<file path="src/rtl/nmcu_pkg.sv">
// Shared types and width helpers for the NMCU memory arbiter.
package nmcu_pkg;

    typedef enum logic [1:0] {
        IDLE    = 2'd0,
        BUSY    = 2'd1,
        RECOVER = 2'd2
    } arb_state_t;

    localparam int NUM_REQ_DEFAULT = 4;

    // Index width for n items; never below 1 so that vectors stay legal.
    function automatic int idx_width(input int n);
        return (n <= 2) ? 1 : $clog2(n);
    endfunction

endpackage

</file>
<file path="src/rtl/nmcu_mem_arbiter_rr_pick.sv">
// Combinational round-robin priority encoder: first set request at or above
// the pointer, wrapping modulo NUM_REQ.
module rr_pick #(
    parameter int NUM_REQ = 4,
    parameter int IDX_W   = 2
) (
    input  logic [NUM_REQ-1:0] i_req,
    input  logic [IDX_W-1:0]   i_ptr,
    output logic [IDX_W-1:0]   o_winner,
    output logic               o_found
);

    logic [IDX_W:0]   w_sum  [NUM_REQ];
    logic [IDX_W-1:0] w_cand [NUM_REQ];
    logic [NUM_REQ-1:0] w_hit;

    genvar gi;
    generate
        for (gi = 0; gi < NUM_REQ; gi++) begin : g_cand
            assign w_sum[gi]  = {1'b0, i_ptr} + (IDX_W+1)'(gi);
            assign w_cand[gi] = (w_sum[gi] >= (IDX_W+1)'(NUM_REQ))
                              ? IDX_W'(w_sum[gi] - (IDX_W+1)'(NUM_REQ))
                              : w_sum[gi][IDX_W-1:0];
            assign w_hit[gi]  = i_req[w_cand[gi]];
        end
    endgenerate

    // Scan from the farthest candidate down so the nearest hit wins last.
    always_comb begin
        o_found  = 1'b0;
        o_winner = '0;
        for (int k = NUM_REQ - 1; k >= 0; k--) begin
            if (w_hit[k]) begin
                o_found  = 1'b1;
                o_winner = w_cand[k];
            end
        end
    end

endmodule

</file>
<file path="src/rtl/nmcu_mem_arbiter.sv">
// Round-robin arbiter sharing one external memory port between NMCU requesters,
// with bounded lock bursts and a watchdog that aborts stalled transactions.
module nmcu_mem_arbiter
    import nmcu_pkg::*;
#(
    parameter int NUM_REQ        = NUM_REQ_DEFAULT,
    parameter int ADDR_WIDTH     = 16,
    parameter int DATA_WIDTH     = 32,
    parameter int MAX_BURST      = 4,
    parameter int TIMEOUT_CYCLES = 64
) (
    input  logic                                 clk,
    input  logic                                 rst,
    input  logic [NUM_REQ-1:0]                   req_valid,
    input  logic [NUM_REQ-1:0]                   req_we,
    input  logic [NUM_REQ-1:0]                   req_lock,
    input  logic [NUM_REQ-1:0][ADDR_WIDTH-1:0]   req_addr,
    input  logic [NUM_REQ-1:0][DATA_WIDTH-1:0]   req_wdata,
    output logic [NUM_REQ-1:0]                   req_ack,
    output logic [NUM_REQ-1:0]                   req_err,
    output logic [DATA_WIDTH-1:0]                rd_data,
    output logic [idx_width(NUM_REQ)-1:0]        grant_id,
    output logic                                 busy,
    output logic                                 mem_sel,
    output logic                                 mem_w,
    output logic [ADDR_WIDTH-1:0]                mem_addr,
    output logic [DATA_WIDTH-1:0]                mem_wdata,
    input  logic                                 mem_ready,
    input  logic [DATA_WIDTH-1:0]                mem_rdata
);

    localparam int IDX_W = idx_width(NUM_REQ);
    localparam int TW    = idx_width(TIMEOUT_CYCLES);
    localparam int BW    = idx_width(MAX_BURST);

    arb_state_t              r_state,     w_state_next;
    logic [IDX_W-1:0]        r_rr_ptr,    w_rr_ptr_next;
    logic [BW-1:0]           r_burst_cnt, w_burst_cnt_next;
    logic [TW-1:0]           r_timer,     w_timer_next;
    logic                    r_lock,      w_lock_next;
    logic [NUM_REQ-1:0]      r_ack,       w_ack_next;
    logic [NUM_REQ-1:0]      r_err,       w_err_next;
    logic [DATA_WIDTH-1:0]   r_rd_data,   w_rd_data_next;
    logic [IDX_W-1:0]        r_grant_id,  w_grant_id_next;
    logic                    r_busy,      w_busy_next;
    logic                    r_mem_sel,   w_mem_sel_next;
    logic                    r_mem_w,     w_mem_w_next;
    logic [ADDR_WIDTH-1:0]   r_mem_addr,  w_mem_addr_next;
    logic [DATA_WIDTH-1:0]   r_mem_wdata, w_mem_wdata_next;

    logic [IDX_W-1:0]        w_winner;
    logic                    w_found;
    logic [IDX_W-1:0]        w_grant_inc;

    rr_pick #(
        .NUM_REQ (NUM_REQ),
        .IDX_W   (IDX_W)
    ) u_rr_pick (
        .i_req    (req_valid),
        .i_ptr    (r_rr_ptr),
        .o_winner (w_winner),
        .o_found  (w_found)
    );

    assign w_grant_inc = (r_grant_id == IDX_W'(NUM_REQ - 1)) ? '0 : r_grant_id + 1'b1;

    always_ff @(posedge clk or posedge rst) begin
        if (rst) begin
            r_state     <= IDLE;
            r_rr_ptr    <= '0;
            r_burst_cnt <= '0;
            r_timer     <= '0;
            r_lock      <= 1'b0;
            r_ack       <= '0;
            r_err       <= '0;
            r_rd_data   <= '0;
            r_grant_id  <= '0;
            r_busy      <= 1'b0;
            r_mem_sel   <= 1'b0;
            r_mem_w     <= 1'b0;
            r_mem_addr  <= '0;
            r_mem_wdata <= '0;
        end else begin
            r_state     <= w_state_next;
            r_rr_ptr    <= w_rr_ptr_next;
            r_burst_cnt <= w_burst_cnt_next;
            r_timer     <= w_timer_next;
            r_lock      <= w_lock_next;
            r_ack       <= w_ack_next;
            r_err       <= w_err_next;
            r_rd_data   <= w_rd_data_next;
            r_grant_id  <= w_grant_id_next;
            r_busy      <= w_busy_next;
            r_mem_sel   <= w_mem_sel_next;
            r_mem_w     <= w_mem_w_next;
            r_mem_addr  <= w_mem_addr_next;
            r_mem_wdata <= w_mem_wdata_next;
        end
    end

    always_comb begin
        w_state_next     = r_state;
        w_rr_ptr_next    = r_rr_ptr;
        w_burst_cnt_next = r_burst_cnt;
        w_timer_next     = r_timer;
        w_lock_next      = r_lock;
        w_ack_next       = '0;
        w_err_next       = '0;
        w_rd_data_next   = r_rd_data;
        w_grant_id_next  = r_grant_id;
        w_busy_next      = r_busy;
        w_mem_sel_next   = r_mem_sel;
        w_mem_w_next     = r_mem_w;
        w_mem_addr_next  = r_mem_addr;
        w_mem_wdata_next = r_mem_wdata;

        case (r_state)
            IDLE: begin
                if (w_found) begin
                    w_mem_sel_next   = 1'b1;
                    w_mem_w_next     = req_we[w_winner];
                    w_mem_addr_next  = req_addr[w_winner];
                    w_mem_wdata_next = req_wdata[w_winner];
                    w_lock_next      = req_lock[w_winner];
                    w_grant_id_next  = w_winner;
                    w_timer_next     = '0;
                    w_busy_next      = 1'b1;
                    w_state_next     = BUSY;
                    // A held lock leaves the pointer on its owner, so any other
                    // winner means the burst has been broken.
                    if (w_winner != r_rr_ptr) begin
                        w_burst_cnt_next = '0;
                    end
                end
            end

            BUSY: begin
                if (mem_ready) begin
                    w_rd_data_next             = mem_rdata;
                    w_ack_next[r_grant_id]     = 1'b1;
                    w_mem_sel_next             = 1'b0;
                    w_mem_w_next               = 1'b0;
                    w_state_next               = RECOVER;
                    if (r_lock && (r_burst_cnt < BW'(MAX_BURST - 1))) begin
                        w_rr_ptr_next    = r_grant_id;
                        w_burst_cnt_next = r_burst_cnt + 1'b1;
                    end else begin
                        w_rr_ptr_next    = w_grant_inc;
                        w_burst_cnt_next = '0;
                    end
                end else if (r_timer == TW'(TIMEOUT_CYCLES - 1)) begin
                    w_err_next[r_grant_id] = 1'b1;
                    w_mem_sel_next         = 1'b0;
                    w_mem_w_next           = 1'b0;
                    w_rr_ptr_next          = w_grant_inc;
                    w_burst_cnt_next       = '0;
                    w_state_next           = RECOVER;
                end else begin
                    w_timer_next = r_timer + 1'b1;
                end
            end

            RECOVER: begin
                w_busy_next  = 1'b0;
                w_state_next = IDLE;
            end

            default: begin
                w_mem_sel_next = 1'b0;
                w_mem_w_next   = 1'b0;
                w_busy_next    = 1'b0;
                w_state_next   = IDLE;
            end
        endcase
    end

    assign req_ack   = r_ack;
    assign req_err   = r_err;
    assign rd_data   = r_rd_data;
    assign grant_id  = r_grant_id;
    assign busy      = r_busy;
    assign mem_sel   = r_mem_sel;
    assign mem_w     = r_mem_w;
    assign mem_addr  = r_mem_addr;
    assign mem_wdata = r_mem_wdata;

endmodule

</file>
<file path="config.mk">
export PLATFORM = sky130hd
export DESIGN_NAME = nmcu_mem_arbiter
export DESIGN_NICKNAME = d
export VERILOG_FILES = /design/src/rtl/nmcu_pkg.sv /design/src/rtl/nmcu_mem_arbiter_rr_pick.sv /design/src/rtl/nmcu_mem_arbiter.sv
export SDC_FILE = /design/constraint.sdc
export NUM_CORES = 1
export LEC_CHECK = 0
export CORE_MARGIN = 10
export CORE_UTILIZATION = 38
export CTS_CLUSTER_DIAMETER = 80
export DETAILED_ROUTE_END_ITERATION = 6
export PLACE_DENSITY = 0.87
export SYNTH_ARGS = -nofsm -noshare
export SYNTH_HDL_FRONTEND = slang
export SYNTH_SLANG_ARGS = --single-unit
</file>
<file path="constraint.sdc">
create_clock -name clk -period 3.7 [get_ports clk]
set_input_delay 0.555 -clock clk [delete_from_list [all_inputs] [get_ports clk]]
set_output_delay 0.555 -clock clk [all_outputs]
set_load 0.02 [all_outputs]
</file>
==> metrics.csv <==
stage,metric,value,unit
status,outcome,finished clean,
sta,hold_viol_final,0,
finish,instances_no_fill,971,
global_route,antenna_found_initial,0,
setup_path,worstPathArrival,2910,ps
global_route,overflow,0,
place,port_buffers,331,
clock_network,post_cts_resized,0,
hold_path,hold_path_class,reg2reg,
floorplan,num_rows,43,
place,hpwl,16200,um
finish,final_common_cell,clkdlybuf4s50_1,
synthesis,ys_warn_count,0,
synthesis,ys_ff_latch,106,
global_route,grt_pass1_vias,5669,
synthesis,syn_avg_cell_area,11.5,um2
sta,finClkSkew,7.14,ps
synthesis,syn_area,5380,um2
global_route,grt_max_degree,62,
synthesis,synthTopCellsByArea,"dfrtp_1 49%, mux2i_1 19%, o221ai_1 8.1%",
clock_network,cts_buffer_depth,2,
clock_network,cts_hold_buf,0,
floorplan,die-area,19300,um2
place,placed_area,8850,um2
synthesis,synth-main-ff-cell,dfrtp_1,
floorplan,die_x,139,um
route,ant_nets,0,
power_and_ir_drop,seqPwrFrac,30.0,%
sta,rsz0062_at_grt,no,
clock_network,cts_sinks,106,
setup_path,path_class,in2reg,
synthesis,synth_edf_count,0,
setup_path,crit_required,3910,ps
power_and_ir_drop,p_per_area,728,nW/um2
clock_network,cts_root_buf,clkbuf_16,
route,viasPerCell,5.21,
route,drtIter0Drc,246,
setup_path,start_kind,input pin,
place,gp_congestion,0.862,
finish,area_delta_synth_final,69.9,%
clock_network,tritoncts,done,
synthesis,syn-instance-count,468,
finish,nNetsFinal,1031,
route,vias,5059,
setup_path,crit_path_max_fanout,38,
clock_network,cts_made_buffers,9,
synthesis,syn_nets,713,
route,drt_wl_total,20200,um
finish,fillerInstances,1053,
floorplan,fp.dieH,139,um
clock_network,clk_latency,350,ps
sta,fmax,0.370,GHz
power_and_ir_drop,combPwrFrac,55.4,%
clock_network,htreeDepth,3,
route,dr.pass1.iters,4,
power_and_ir_drop,p_int,4.02,mW
power_and_ir_drop,swShare,39.7,%
synthesis,synth_top_cell_area_share,49.3,%
sta,setup_viol,0,
power_and_ir_drop,ir_drop,0.000405,V
setup_path,end_kind,register,
power_and_ir_drop,p_sw,2.64,mW
sta,slew_headroom,49.8,%
finish,n_antenna_cell,0,
synthesis,async_flop_share,100,%
sta,fin_ws,996,ps
route,drc_errors,0,
route,routedWlPerCell,20.8,um
finish,final_cell_mix,"331 x clkdlybuf4s50_1, 106 x dfrtp_1, 100 x mux2i_1, 61 x nand2_1, 50 x o221ai_1",
sta,slew_viol_final,0,
clock_network,cts_setup_buffers,0,
sta,tightest_slew,752,ps
place,place_ws,653,ps
place,dp.cells,955,
synthesis,synth_seq_area_share,49.3,%
global_route,grt_use_total,20.3,%
floorplan,num_io_pins,332,
global_route,grt_pass1_wl,31700,um
power_and_ir_drop,p_leak,4.11,nW
finish,drive_gt1_share,7.46,%
synthesis,synthDistinctLibCells,35,
floorplan,start_util,38.8,%
sta,finalCritPeriodShare,73.1,%
sta,tns,0,ps
sta,fin_crit,2700,ps
floorplan,placeableCoreArea,13900,um2
synthesis,yosys.area.top_type,dfrtp_1,
finish,final_area,9140,um2
flow_run,maxCapViolations,0,
clock_network,clk_pin_slew,70,ps
finish,final_util,65.9,%
power_and_ir_drop,clkPwrFrac,14.5,%
## per-stage QoR
stage	hold WS (ps)	total power [mW]
floorplan	446	4.06
global placement	459	5.61
finish	478	6.66
detailed placement	472	5.74
CTS	484	6.73
global route	515	7.06
## power groups by stage
stage / clock, mW / sequential (mW) / combinational [mW]
2_1_floorplan: 0 / 2.54 / 1.52
3_3_place_gp: 0 / 1.98 / 3.63
3_5_place_dp: 0 / 2.01 / 3.72
4_1_cts: 0.987 / 2.00 / 3.74
5_1_grt: 1.04 / 2.07 / 3.95
6_report: 0.968 / 2.00 / 3.69
## worst max-delay path: stages
cell,delay [ps]
clkdlybuf4s50_1,570
nor4_1,590
or3_2,230
or2_2,300
buf_4,440
o221ai_1,200
## state kept, by name, summed over array words and instances (netlist names)
signal       count
r_burst_cnt      2
grant_id         2
r_state          2
req_err          4
req_ack          4
mem_sel          1
r_lock           1
r_rr_ptr         2
mem_w            1
rd_data         32
mem_addr        16
busy             1
mem_wdata       32
r_timer          6
## routing by layer
layer,part of all wire [%],track usage (%),up-vias,wire length [um]
met5,0,0,-,0
met4,2.5,7.85,0,501
met3,7.9,6.68,29,1600
met2,53,36.6,216,10700
met1,37,21.4,2453,7410
li1,-,-,2361,-
## logic make-up after synthesis
group	Yosys count	synth area share, %
AO/OA/AOI/OAI	75	10.9
XOR/XNOR	4	0.651
adder cells (fa/ha/maj)	6	1.39
buffers and inverters	43	4.09
flip-flops	106	49.3
multiplexers	132	25.3
AND/OR/NAND/NOR	102	8.35
## worst paths after layout
| check | startpoint | end | slack [ps] | cells past startpoint |
|---|---|---|---|---|
| worst max register to register | r_rr_ptr[0]$_DFFE_PP0P_ | mem_wdata[17]$_DFFE_PP0P_ | 1550 | 6 |
| worst min-delay path | r_burst_cnt[0]$_DFFE_PP0P_ | r_burst_cnt[0]$_DFFE_PP0P_ | 480 | 1 |
| worst max-delay path | req_valid[1] | mem_wdata[17]$_DFFE_PP0P_ | 1000 | 6 |
| max in group asynchronous | rst | mem_wdata[16]$_DFFE_PP0P_ | 2160 | 3 |
| worst min register to register | r_burst_cnt[0]$_DFFE_PP0P_ | r_burst_cnt[0]$_DFFE_PP0P_ | 480 | 1 |
| min in group asynchronous | rst | rd_data[7]$_DFFE_PP0P_ | 710 | 2 |
## Yosys cell counts (2+ instances only)
master and count:
buf_2 17, nor3_1 5, mux2i_1 100, inv_1 11, nor2_1 13, ha_1 6, and2_1 5, dfrtp_1 106
nand3_1 3, a211oi_1 2, clkbuf_1 10, nor2b_1 2, xnor2_1 2, nand2_1 62, a21oi_1 6, o221ai_1 50
o21ai_0 11, mux2_2 32, and3_1 4, buf_6 5, xor2_1 2
## area by class of cell
| type | count | area [um2] | share of cell area, % |
|---|---|---|---|
| inverter | 11 | 43.8 | 0.479 |
| timing repair buffer | 339 | 3400 | 37.2 |
| multi-input combinational | 319 | 2530 | 27.6 |
| clock buffer | 11 | 233 | 2.55 |
| tap | 180 | 225 | 2.46 |
| sequential | 106 | 2650 | 29.0 |
| clock inverter | 5 | 63.8 | 0.698 |
Power figures use the tool's default switching activity.
==> patch: new RTL, config.mk and constraints unchanged <==
Encoding of `arb_state_t`: now one-hot (3 bits for 3 states).
--- a/src/rtl/nmcu_pkg.sv
+++ b/src/rtl/nmcu_pkg.sv
@@ -1,10 +1,10 @@
 // Shared types and width helpers for the NMCU memory arbiter.
 package nmcu_pkg;
 
-    typedef enum logic [1:0] {
-        IDLE    = 2'd0,
-        BUSY    = 2'd1,
-        RECOVER = 2'd2
+    typedef enum logic [2:0] {
+        IDLE    = 3'b001,
+        BUSY    = 3'b010,
+        RECOVER = 3'b100
     } arb_state_t;
 
     localparam int NUM_REQ_DEFAULT = 4;
Formal check against the unedited RTL: same outputs for any inputs over 4 cycles, from zero or initial values and one cycle with rst high; so few cycles prove little.
==> patch against the original RTL <==
- register-to-register slack worse by 0.18 ns
- wire length is 9.8% higher
- first-iteration DRC count is 29% higher
- sequential cell count is 1 higher
- power is 2.4% higher
- area after synthesis is 1.8% higher
- design area is 2.1% higher
- core utilization is 0.87 points higher
- worst setup slack better by 0.043 ns
- critical path type unchanged
- largest power group unchanged
- highest routed layer unchanged
==> patch: results (changes against the original RTL) <==
- Status: complete, no violations
- Post-CTS setup repair buffer count: 0 (unchanged)
- Crit path arrival time: 2.86 ns (-0.05 ns)
- Slowest stage delay, CP: 0.57 ns (-0.02 ns)
- First-pass GRT wire length: 33.9 mm (+6.9%)
- Reg2reg start: r_rr_ptr[0]
- Synth cell count leaders: dfrtp_1, mux2i_1, nand2_1, o221ai_1, mux2_1
- Wirelength per Cell: 22.4 um (+7.7%)
- Port bufs: 331 (unchanged)
- Nets: 1,046 (+1.5%)
- Count of cell types in the netlist: 39 (+11%)
- Total track usage: 0.219 (+0.0155)
- Fillers: 1,041 (-1.1%)
- Fin cells: 990 (+2.0%)
- DP Cell Count: 970 (+1.6%)
- Actual slew at the worst max-slew pin: 0.681 ns (-0.0719 ns)
- Hold Path End: rd_data[17]
- Ranking of synthesized cells by area: dfrtp_1, mux2i_1, o221ai_1
- Grt total ovfl: 0 (unchanged)
- Largest net degree at the start of global routing: 55 (-11%)
- Max Clock Skew: 0.00629 ns (-0.000853 ns)
- Pre-CTS WS: 0.725 ns (+0.0715 ns)
- Static Leakage: 4.21 nW (+2.2%)
- Post-synth ARST share: 1.00 (unchanged)
- First DRT Iteration DRCs: 317 (+29%)
- Gpl congestion: 0.902 (+4.6%)
- Hold depth: 1 (unchanged)
- Worst-case vdd ir drop: 0.000398 V (-1.6%)
- Post-Syn Nets: 727 (+2.0%)
- Hold Crit Class: flip-flop to flip-flop
- Vias in the first global route: 5,873 (+3.6%)
- Vias after detailed routing: 5,205 (+2.9%)
- Flop2flop setup slack: 1.37 ns (-0.18 ns)
- Final Cycle Share: 0.719 (-0.0117)
- Hold Worst Slack: 0.488 ns (+0.0104 ns)
- Worst-path cell with the longest stage delay: clkdlybuf4s50_1
- Syn avg cell area: 11.4 um^2 (-1.2%)
- Yosys warns: 0 (unchanged)
- Antenna violations before repair: 4 (+4)
- Register area share after synthesis: 0.489 (-0.00387)
- Layout cells sized above 1: 0.0546 (-0.0200)
- Post-synth top area share: 0.484 (-0.00867)
- HPWL Detailed: 17.9 mm (+10%)
- Main flop type after synthesis: dfrtp_1
- Hold path start: rd_data[17]
- Worst R2R Path Depth: 6 (unchanged)
- R2r endpoint: mem_wdata[24]
## patch: how the worst max path moves through the flow
stage,from,end,slack (ns),cells after the start
floorplan,rst,busy,0.33,1
global placement,req_valid[0],mem_wdata[4],0.89,7
detailed placement,req_valid[0],mem_wdata[24],0.72,7
CTS,req_valid[0],mem_wdata[24],1.09,7
global route,req_valid[1],r_timer[1],0.90,7
finish,req_valid[0],mem_wdata[24],1.04,7
## patch: final cells by class
class	instances	area share
clock inverters	7	0.0106
well taps	180	0.0241
multi-input cells	333	0.281
diodes	4	0.00107
inverters	9	0.00389
repair buffers	341	0.368
clock buffers	9	0.0241
flip-flops and latches	107	0.287
## patch: where the power goes
part | internal (mW) | switching, mW
clock network | 0.599 | 0.454
logic | 1.79 | 1.94
registers | 1.69 | 0.338
## patch: worst max-delay path: cells and delay by family
family	cells	cell delay, ns
AOI/OAI and AO/OA	3	0.88
buffers and inverters	2	0.83
muxes	1	0.26
and+or+nand+nor	1	0.29
## patch: metal layers
layer,vias to the layer above,global-route usage,wire length [um]
li1,2424,-,-
met3,46,0.0781,1790
met5,-,0,0
met1,2485,0.227,7800
met4,0,0.109,900
met2,250,0.383,11700
## patch: logic make-up after synthesis
group / count (synthesis) / share of synthesized area
AND/OR/NAND/NOR: 106 / 0.0866
multiplexers: 133 / 0.251
AO/OA/AOI/OAI: 84 / 0.119
XOR/XNOR: 4 / 0.00639
flip-flops: 107 / 0.489
buffers and inverters: 42 / 0.0345
adder cells (fa/ha/maj): 6 / 0.0137
## patch: through the flow
step           total power, mW  cell area, um^2  utilization
2_1_floorplan             4.03             5480            -
4_1_cts                   6.88             9330        0.667
3_5_place_dp              5.80             9000        0.643
6_report                  6.81             9340        0.667
5_1_grt                   7.21             9340        0.667
3_3_place_gp              5.66             9000        0.643
